<file path="src/rtl/input_vc_buffer_if.sv">
// input_vc_buffer_if: flit input, route-stage output and credit return bundle of input_vc_buffer.
// slave is the buffer's view, master is the upstream/route-stage view.
interface input_vc_buffer_if #(
    parameter int FLIT_SIZE = 64,
    parameter int XW        = 2,
    parameter int YW        = 2,
    parameter int ZW        = 2
);
    logic                 in_valid;
    logic [FLIT_SIZE-1:0] in_flit;
    logic                 stall;
    logic [FLIT_SIZE-1:0] out_flit;
    logic [XW-1:0]        dst_x;
    logic [YW-1:0]        dst_y;
    logic [ZW-1:0]        dst_z;
    logic                 credit_valid;
    logic                 credit_vc;
    logic [1:0]           err;

    modport slave (
        input  in_valid, in_flit, stall,
        output out_flit, dst_x, dst_y, dst_z, credit_valid, credit_vc, err
    );

    modport master (
        output in_valid, in_flit, stall,
        input  out_flit, dst_x, dst_y, dst_z, credit_valid, credit_vc, err
    );
endinterface

</file>
<file path="src/rtl/input_vc_buffer.sv">
// input_vc_buffer: two-VC input FIFO with wormhole packet lock, round-robin head arbitration and credit return.
// Define INPUT_VC_BUFFER_ERR_CHECK_EN to enable the sticky err flags (overflow, protocol).
module input_vc_buffer #(
    parameter int FLIT_SIZE  = 64,
    parameter int HEADER_LEN = 3,
    parameter int VC_DEPTH   = 4,
    parameter int XW         = 2,
    parameter int YW         = 2,
    parameter int ZW         = 2
) (
    input logic              clk,
    input logic              rst,
    input_vc_buffer_if.slave bus
);
    localparam int AW = $clog2(VC_DEPTH);
    localparam int CB = FLIT_SIZE - HEADER_LEN - 1;
    localparam logic [AW:0] FULL = (AW + 1)'(VC_DEPTH);
    typedef logic [HEADER_LEN-1:0] type_t;
    localparam type_t T_NULL = 0, T_HEAD = 1, T_TAIL = 3, T_SINGLE = 4;
    typedef enum logic [1:0] {IDLE, LOCK0, LOCK1} state_t;

    state_t               state, state_n;
    logic [FLIT_SIZE-1:0] mem [2][VC_DEPTH];
    logic [FLIT_SIZE-1:0] head [2];
    type_t                head_t [2];
    logic [AW-1:0]        wr_ptr [2], rd_ptr [2];
    logic [AW:0]          count [2];
    logic [1:0]           nonempty, elig, push, acc, popv;
    type_t                in_t, pop_t;
    logic                 in_vc, rr, sel, pop, cred_p, cvc_p;

    always_comb begin
        in_t  = bus.in_flit[FLIT_SIZE-1 -: HEADER_LEN];
        in_vc = bus.in_flit[CB];
        for (int i = 0; i < 2; i++) begin
            head[i]     = mem[i][rd_ptr[i]];
            head_t[i]   = head[i][FLIT_SIZE-1 -: HEADER_LEN];
            nonempty[i] = count[i] != '0;
            elig[i]     = nonempty[i] && (head_t[i] == T_HEAD || head_t[i] == T_SINGLE);
            push[i]     = bus.in_valid && in_t != T_NULL && in_vc == i[0];
        end
    end

    // BODY/TAIL at a VC head in IDLE is never eligible, so it blocks that VC rather than start a packet.
    always_comb begin
        state_n = state;
        sel     = state == IDLE ? (&elig ? rr : elig[1]) : state == LOCK1;
        pop     = !bus.stall && (state == IDLE ? |elig : nonempty[sel]);
        pop_t   = head_t[sel];
        if (pop && state == IDLE && pop_t == T_HEAD)
            state_n = sel ? LOCK1 : LOCK0;
        if (pop && state != IDLE && pop_t == T_TAIL)
            state_n = IDLE;
        for (int i = 0; i < 2; i++) begin
            popv[i] = pop && sel == i[0];
            acc[i]  = push[i] && (count[i] != FULL || popv[i]);
        end
    end

    always_ff @(posedge clk) begin
        for (int i = 0; i < 2; i++)
            if (acc[i]) mem[i][wr_ptr[i]] <= bus.in_flit;
    end

    always_ff @(posedge clk) begin
        if (rst) begin
            state            <= IDLE;
            rr               <= 1'b0;
            cred_p           <= 1'b0;
            cvc_p            <= 1'b0;
            bus.credit_valid <= 1'b0;
            bus.credit_vc    <= 1'b0;
            bus.out_flit     <= '0;
            bus.dst_x        <= '0;
            bus.dst_y        <= '0;
            bus.dst_z        <= '0;
            for (int i = 0; i < 2; i++) begin
                wr_ptr[i] <= '0;
                rd_ptr[i] <= '0;
                count[i]  <= '0;
            end
        end else begin
            state            <= state_n;
            cred_p           <= pop;
            bus.credit_valid <= cred_p;
            if (pop) cvc_p <= sel;
            if (cred_p) bus.credit_vc <= cvc_p;
            if (pop && state == IDLE) rr <= ~rr;
            if (!bus.stall) bus.out_flit <= pop ? head[sel] : '0;
            if (pop && (pop_t == T_HEAD || pop_t == T_SINGLE)) begin
                bus.dst_x <= head[sel][CB-1 -: XW];
                bus.dst_y <= head[sel][CB-1-XW -: YW];
                bus.dst_z <= head[sel][CB-1-XW-YW -: ZW];
            end
            for (int i = 0; i < 2; i++) begin
                if (acc[i]) wr_ptr[i] <= wr_ptr[i] + 1'b1;
                if (popv[i]) rd_ptr[i] <= rd_ptr[i] + 1'b1;
                count[i] <= count[i] + (AW + 1)'(acc[i]) - (AW + 1)'(popv[i]);
            end
        end
    end

`ifdef INPUT_VC_BUFFER_ERR_CHECK_EN
    localparam type_t T_BODY = 2;
    logic [1:0] err_r;
    always_ff @(posedge clk) begin
        if (rst) begin
            err_r <= '0;
        end else begin
            if (|(push & ~acc)) err_r[0] <= 1'b1;
            for (int i = 0; i < 2; i++)
                if (state == IDLE && nonempty[i] && (head_t[i] == T_BODY || head_t[i] == T_TAIL))
                    err_r[1] <= 1'b1;
        end
    end
    assign bus.err = err_r;
`else
    assign bus.err = '0;
`endif
endmodule

</file>
<file path="src/flat_wrapper.sv">
// flat-port wrapper written by rule: the top's interface ports become plain ports
module input_vc_buffer_flat 
#(
    parameter int FLIT_SIZE  = 64,
    parameter int HEADER_LEN = 3,
    parameter int VC_DEPTH   = 4,
    parameter int XW         = 2,
    parameter int YW         = 2,
    parameter int ZW         = 2
)
  (clk, rst, bus_in_valid, bus_in_flit, bus_stall, bus_out_flit, bus_dst_x, bus_dst_y, bus_dst_z, bus_credit_valid, bus_credit_vc, bus_err);
  input_vc_buffer_if #(.FLIT_SIZE(FLIT_SIZE), .XW(XW), .YW(YW), .ZW(ZW)) bus_i ();
  input logic clk;
  input logic rst;
  input wire logic [$bits(bus_i.in_valid)-1:0] bus_in_valid;
  input wire logic [$bits(bus_i.in_flit)-1:0] bus_in_flit;
  input wire logic [$bits(bus_i.stall)-1:0] bus_stall;
  output wire logic [$bits(bus_i.out_flit)-1:0] bus_out_flit;
  output wire logic [$bits(bus_i.dst_x)-1:0] bus_dst_x;
  output wire logic [$bits(bus_i.dst_y)-1:0] bus_dst_y;
  output wire logic [$bits(bus_i.dst_z)-1:0] bus_dst_z;
  output wire logic [$bits(bus_i.credit_valid)-1:0] bus_credit_valid;
  output wire logic [$bits(bus_i.credit_vc)-1:0] bus_credit_vc;
  output wire logic [$bits(bus_i.err)-1:0] bus_err;
  assign bus_i.in_valid = bus_in_valid;
  assign bus_i.in_flit = bus_in_flit;
  assign bus_i.stall = bus_stall;
  assign bus_out_flit = bus_i.out_flit;
  assign bus_dst_x = bus_i.dst_x;
  assign bus_dst_y = bus_i.dst_y;
  assign bus_dst_z = bus_i.dst_z;
  assign bus_credit_valid = bus_i.credit_valid;
  assign bus_credit_vc = bus_i.credit_vc;
  assign bus_err = bus_i.err;
  input_vc_buffer #(.FLIT_SIZE(FLIT_SIZE), .HEADER_LEN(HEADER_LEN), .VC_DEPTH(VC_DEPTH), .XW(XW), .YW(YW), .ZW(ZW)) u_core (.clk(clk), .rst(rst), .bus(bus_i));
endmodule
</file>
<file path="config.mk">
export PLATFORM = sky130hd
export DESIGN_NAME = input_vc_buffer_flat
export DESIGN_NICKNAME = d
export VERILOG_FILES = /design/src/rtl/input_vc_buffer_if.sv /design/src/rtl/input_vc_buffer.sv /design/src/flat_wrapper.sv
export SDC_FILE = /design/constraint.sdc
export NUM_CORES = 1
export LEC_CHECK = 0
export BUFFER_PORTS_ARGS = -buffer_cell sky130_fd_sc_hd__buf_2
export CORE_ASPECT_RATIO = 1.75
export CORE_MARGIN = 2
export CORE_UTILIZATION = 32
export CTS_CLUSTER_DIAMETER = 60
export DETAILED_ROUTE_END_ITERATION = 16
export PLACE_DENSITY = 0.56
export SYNTH_ARGS = -nofsm -noshare
export SYNTH_HDL_FRONTEND = slang
export SYNTH_SLANG_ARGS = --single-unit
</file>
<file path="constraint.sdc">
create_clock -name clk -period 5 [get_ports clk]
set_input_delay 1 -clock clk [delete_from_list [all_inputs] [get_ports clk]]
set_output_delay 1 -clock clk [all_outputs]
set_load 0.02 [all_outputs]
</file>
# Word level (Yosys, flattened, before mapping)
# Memories as Yosys holds them, arrays and structs flattened.
# Index checks and enable logic that the tools add are counted.
op_classes:
  n_addsub: 8
  multipliers: 0
  div: 0
  order_cmp: 8
  eq_ne: 10
  n_shift: 0
  n_mux: 49
  n_bitwise: 14
  n_reduce_logical: 32
op_table:
  columns: ["cell", "n"]
  rows:
  - ["$mux W256", 4]
  - ["$mux W64", 10]
  - ["$bmux W64 S2", 2]
  - ["$demux W64 S2", 2]
  - ["$reduce_or A256 Y1", 1]
  - ["$mux W1", 21]
  - ["$logic_and A1 B1 Y1", 17]
  - ["$mux W3", 5]
  - ["$ge A3 B3 Y1 const B", 4]
  - ["$not A2 Y3", 4]
  - ["$mux W2", 5]
  - ["$eq A3 B1 Y1 const B", 3]
  - ["$eq A3 B3 Y1 const B", 3]
  - ["$reduce_bool A3 Y1", 3]
  - ["$add A2 B1 Y2 const B", 4]
  - ["$add A3 B1 Y3", 2]
  - ["$lt A3 B1 Y1 const B", 2]
  - ["$ne A3 B3 Y1 const B", 2]
  - ["$or A1 B1 Y1", 6]
  - ["$sub A3 B1 Y3", 2]
  - ["$logic_or A1 B1 Y1", 5]
  - ["$reduce_or A2 Y1", 2]
  - ["$eq A3 B2 Y1 const B", 1]
  - ["$not A1 Y1", 3]
  - ["other kinds (8)", 8]
totals:
  ff_bits: 77
  latchBits: 0
  ram_bits: 526
  rom_bits: 0
  inputBits: 68
  out_inout_bits: 74
  elab_cells: 135
  n_memories: 4
memory_table:
  columns: ["memory", "depth", "word_bits", "read_ports", "rd_ports_with_merged_regs", "write_ports", "line_no", "source"]
  rows:
  - ["u_core.mem", 2, 256, 2, 0, 1, "input_vc_buffer.sv:23", "logic [FLIT_SIZE-1:0] mem [2][VC_DEPTH];"]
  - ["u_core.count", 2, 3, 2, 0, 2, "input_vc_buffer.sv:27", "logic [AW:0] count [2];"]
  - ["u_core.rd_ptr", 2, 2, 2, 0, 2, "input_vc_buffer.sv:26", "logic [AW-1:0] wr_ptr [2], rd_ptr [2];"]
  - ["u_core.wr_ptr", 2, 2, 2, 0, 2, "input_vc_buffer.sv:26", null]

# Longest topological paths before layout
# An unclocked memory read counts as a cell.
depth:
  ltp_word: 22
  ltp_mapped: 15
  depth_no_buf: 13

# Worst setup path after synthesis
# OpenSTA, ideal clock, no wires.
synth_path:
  path_type: "input -> register"
  start: "input port bus_stall"
  end: "memory u_core.mem[0][0] in the netlist's numbering, enable pin"
  setup_ns: 0.429
  arrival_time_ns: 3.861
  required_ns: 4.571
  slack_ns: 0.710
  cell_stages: 6
  n_path_buf: 1
  cell_sequence: "clkbuf_1 -> a221oi_1 -> nand3_1 -> a41o_1 -> a31oi_4 -> and2_1"
synth_between:
  elab_chain_cells: 9
  word_cells_on_any_way: 15
  cone_classes: "mux (6); reduce/logical (9)"
synth_rtl:
  columns: ["item", "line_no", "source"]
  rows:
  - ["from (decl)", "flat_wrapper.sv:17", "input wire logic [$bits(bus_i.stall)-1:0] bus_stall;"]
  - ["$logic_not A1 Y1 *", "input_vc_buffer.sv:48", "pop = !bus.stall && (state == IDLE ? |elig : nonempty[sel]);"]
  - ["$logic_and A1 B1 Y1 *", "input_vc_buffer.sv:48", null]
  - ["$logic_and A1 B1 Y1", "input_vc_buffer.sv:55", "popv[i] = pop && sel == i[0];"]
  - ["$logic_or A1 B1 Y1", "input_vc_buffer.sv:56", "acc[i] = push[i] && (count[i] != FULL || popv[i]);"]
  - ["$logic_and A1 B1 Y1", "input_vc_buffer.sv:56", null]
  - ["$mux W1", "input_vc_buffer.sv:62", "if (acc[i]) mem[i][wr_ptr[i]] <= bus.in_flit;"]
  - ["$mux W256 (not written as such)", "input_vc_buffer.sv:62", null]
  - ["$reduce_or A256 Y1 (no line)", null, null]
  - ["$mux W1 (no line) / $mux W256 (equally long branches)", null, null]
  - ["to (decl)", "input_vc_buffer.sv:23", null]
# Mark *: on every way between the ends. The rest lies on a longest branch, timed or not.

==> flow_summary_export.csv <==
group,metric,value,unit
logic_synthesis,synth.distinct_cells,53,
clock_tree,clockBufferDepth,3,
floorplanning,coreArea,72600,um^2
setup_path,startpoint_type,"register",
clock_tree,htree_levels,2,
logic_synthesis,netlist_area,23300,um^2
clock_tree,cts_resized,0,
global_route,grt_pass1_vias,12671,
clock_tree,cts-root-buf,"clkbuf_16",
layout,drive_gt1_frac,0.335,
layout,syn_to_final_growth,15.3,%
timing,slew_viol_final,0,
floorplanning,die_h,361,um
routing,ant_nets,0,
global_route,grt_max_degree,65,
placement,place_congestion,0.786,
logic_synthesis,yosysTopAreaCell,"edfxtp_1",
job,maxCapViolCount,0,
logic_synthesis,synth-main-ff-cell,"edfxtp_1",
routing,drc,0,
clock_tree,tritoncts,"done",
floorplanning,dieArea,75200,um^2
timing,fin_skew,0.0178,ns
placement,place.port_buffers,139,
routing,avgRoutedWirePerCell,23.9,um
global_route,grt_overflow,0,
clock_tree,clk_pin_slew,0.07,ns
setup_path,endpoint_kind,"register",
floorplanning,io_pins,142,
floorplanning,die_x,208,um
pwr,power_density,424,nW/um^2
pwr,seq_power_share,0.516,
timing,period_needed,4.09,ns
global_route,antenna_found_initial,8,
pwr,intPower,8.53,mW
setup_path,cp.arrival,4.54,ns
setup_path,critPathRequiredTime,5.45,ns
clock_tree,postCtsHoldBufs,0,
global_route,grt_usage,0.148,
pwr,vdd_drop_max,253,uV
worst_hold_path,hp-start,"u_core.bus.out_flit[62]$_SDFFE_PP0N_",
logic_synthesis,syn_inst,1198,
setup_path,crit_chain,"mux4_2 > xor2_1 > nand2_1 > nor3_1 > o21bai_1 > xnor2_1 > ha_1 > fa_1 > xnor2_1 > xnor2_1 > nor2_1",
setup_path,cp.buffers_inverters,0,
timing,finalSetupViolCount,0,
placement,pre_cts_slack,0.973,ns
timing,fin_setup_tns,0,ns
layout,nets,1431,
logic_synthesis,synth_top_cell_area_share,0.669,
layout,design_area,26900,um^2
setup_path,critPathMaxFanout,14,
global_route,grt_pass1_wl,82700,um
routing,dr_total_vias,11684,
logic_synthesis,ys_warn_count,0,
pwr,p_sw,2.87,mW
routing,first_pass_iters,5,
setup_path,worst_path_largest_cell_delay,0.85,ns
clock_tree,worstSkewPairLatency,0.60,ns
pwr,netSwitchingFraction,0.252,
worst_hold_path,min_path_type,"register to register",
setup_path,r2r-start,"u_core.rd_ptr[0][3]$_SDFFCE_PN0P_",
timing,timing.slew.headroom,0.155,
logic_synthesis,synth-seq-area-share,0.740,
setup_path,startpoint,"u_core.rd_ptr[0][3]$_SDFFCE_PN0P_",
clock_tree,cts-buffers-inserted,53,
routing,drtIter0Drc,792,
timing,tightest_slew,1.26,ns
clock_tree,post_cts_buffers,0,
routing,finalWirelength,55500,um
pwr,pwr-share-comb,0.129,
placement,place_hpwl,33800,um
timing,hold_viol_final,0,
pwr,pwr-share-clk,0.355,
logic_synthesis,synth-seq-cells,603,
logic_synthesis,synth.area.top_cells,"edfxtp_1 67%, mux4_2 12%, dfxtp_1 7.1%, a221oi_2 2.6%, o21ai_0 1.4%",
outcome,status,"finished, final reports clean",
timing,grt_setup_unrepaired,"false",
timing,finalWorstSetupSlack,0.905,ns
setup_path,slowest_stage,"edfxtp_1",
pwr,leakage,8.55,nW
floorplanning,rows,131,
timing,holdWs,0.457,ns
layout,fin_util,0.371,
setup_path,crit_top_cell,"xnor2_1",
timing,fmax,244,MHz
floorplanning,initial_core_util,0.322,
logic_synthesis,async_flop_share,0,
placement,dpl_cell_area,25200,um^2
timing,fin_crit_sh,0.819,
setup_path,crit_family,"flip-flops",
layout,final_cell_mix,"520 x edfxtp_1, 137 x buf_2, 128 x mux4_2, 83 x dfxtp_1, 68 x inv_1",
setup_path,critPathKind,"register to register",
logic_synthesis,synth_edf_count,520,
routing,vias_per_cell,5.02,
clock_tree,clock_sinks,603,
layout,layout_commonest_cell,"edfxtp_1",
logic_synthesis,avgSynthCellArea,19.5,um^2
[per-layer routing]
layer,global-route usage,up-vias,share of wire,routed length [um]
met2,0.276,300,0.53,29700
met4,0.0482,6,0.027,1480
li1,-,5120,-,-
met5,0,-,0.00065,36
met1,0.171,6156,0.39,21800
met3,0.0269,102,0.046,2550
[sequential cells by signal, summed over array words and instances (netlist names), 2 cells and up]
signal and cells:
u_core.bus.dst_z 2, u_core.rd_ptr 4, u_core.bus.dst_y 2, u_core.bus.out_flit 64, u_core.count 6, u_core.bus.dst_x 2, u_core.state 2, u_core.mem 512
u_core.wr_ptr 4
[path summary, 6_finish.rpt]
check	endpoint	slack, ns	cells past startpoint
max	u_core.count[0][5]$_SDFF_PP0_	0.91	11
min	u_core.bus.out_flit[62]$_SDFFE_PP0N_	0.46	2
max reg2reg	u_core.count[0][5]$_SDFF_PP0_	0.91	11
min reg2reg	u_core.bus.out_flit[62]$_SDFFE_PP0N_	0.46	2
[power groups by stage]
stage               sequential, mW  combinational, mW  clock [mW]
floorplan                     6.03              0.925           0
global placement              5.99               1.49           0
detailed placement            6.00               1.49           0
CTS                           5.89               1.50        4.16
global route                  5.91               1.60        4.33
finish                        5.89               1.47        4.05
[cell families (layout without fill, tap and decap cells)]
family,after synthesis,after routing,synth area share
other,1,4,0.000161
DFF,603,603,0.740
buffers and inverters,142,336,0.0266
muxes,137,137,0.127
AOI/OAI and AO/OA,157,157,0.0593
adders and majority gates,13,13,0.00761
xor gates and xnor gates,11,11,0.00413
and+or+nand+nor,134,134,0.0349
[area by class of cell]
type                    instances  area, um^2
flip-flops and latches        603       17300
clock inverters                28         284
multi-input cells             454        5500
well taps                     931        1160
clock buffers                  70        1420
fillers                      6650       45700
repair buffers                170        1000
inverters                      68         255
diodes                          2        5.00
[through the flow]
| stage | power, mW | instances |
|---|---|---|
| after floorplan | 6.96 | 1199 |
| after global placement | 7.48 | 2226 |
| after detailed placement | 7.49 | 2226 |
| after CTS | 11.5 | 2324 |
| after global routing | 11.8 | 2324 |
| final | 11.4 | 2326 |
[worst register-to-register path: cells and delay by family, from the launching register on]
family          cells  cell delay, ns
flops               1            0.85
xor+xnor            4            0.85
simple gates        3            0.83
fa+ha+maj           2            0.63
mux                 1            0.48
compound gates      1            0.31
[synthesized netlist by cell type (2+ instances only)]
library cell	n
edfxtp_1	520
mux4_2	128
dfxtp_1	83
inv_1	68
o21ai_0	63
clkbuf_1	49
a221oi_2	40
nand3_2	31
nand3_1	30
nor2_1	21
nand2_1	17
a221oi_1	16
buf_2	13
ha_1	11
and2_1	10
mux2i_1	9
a211oi_1	8
xnor2_1	8
nor2b_1	7
a21oi_1	6
nor3_1	5
buf_4	4
o211a_1	4
o21ai_1	4
or2_2	4
and3_1	3
buf_6	3
buf_8	3
xor2_1	3
a31oi_1	2
fa_1	2
nand2b_1	2
(Power assumes the default switching activity.)
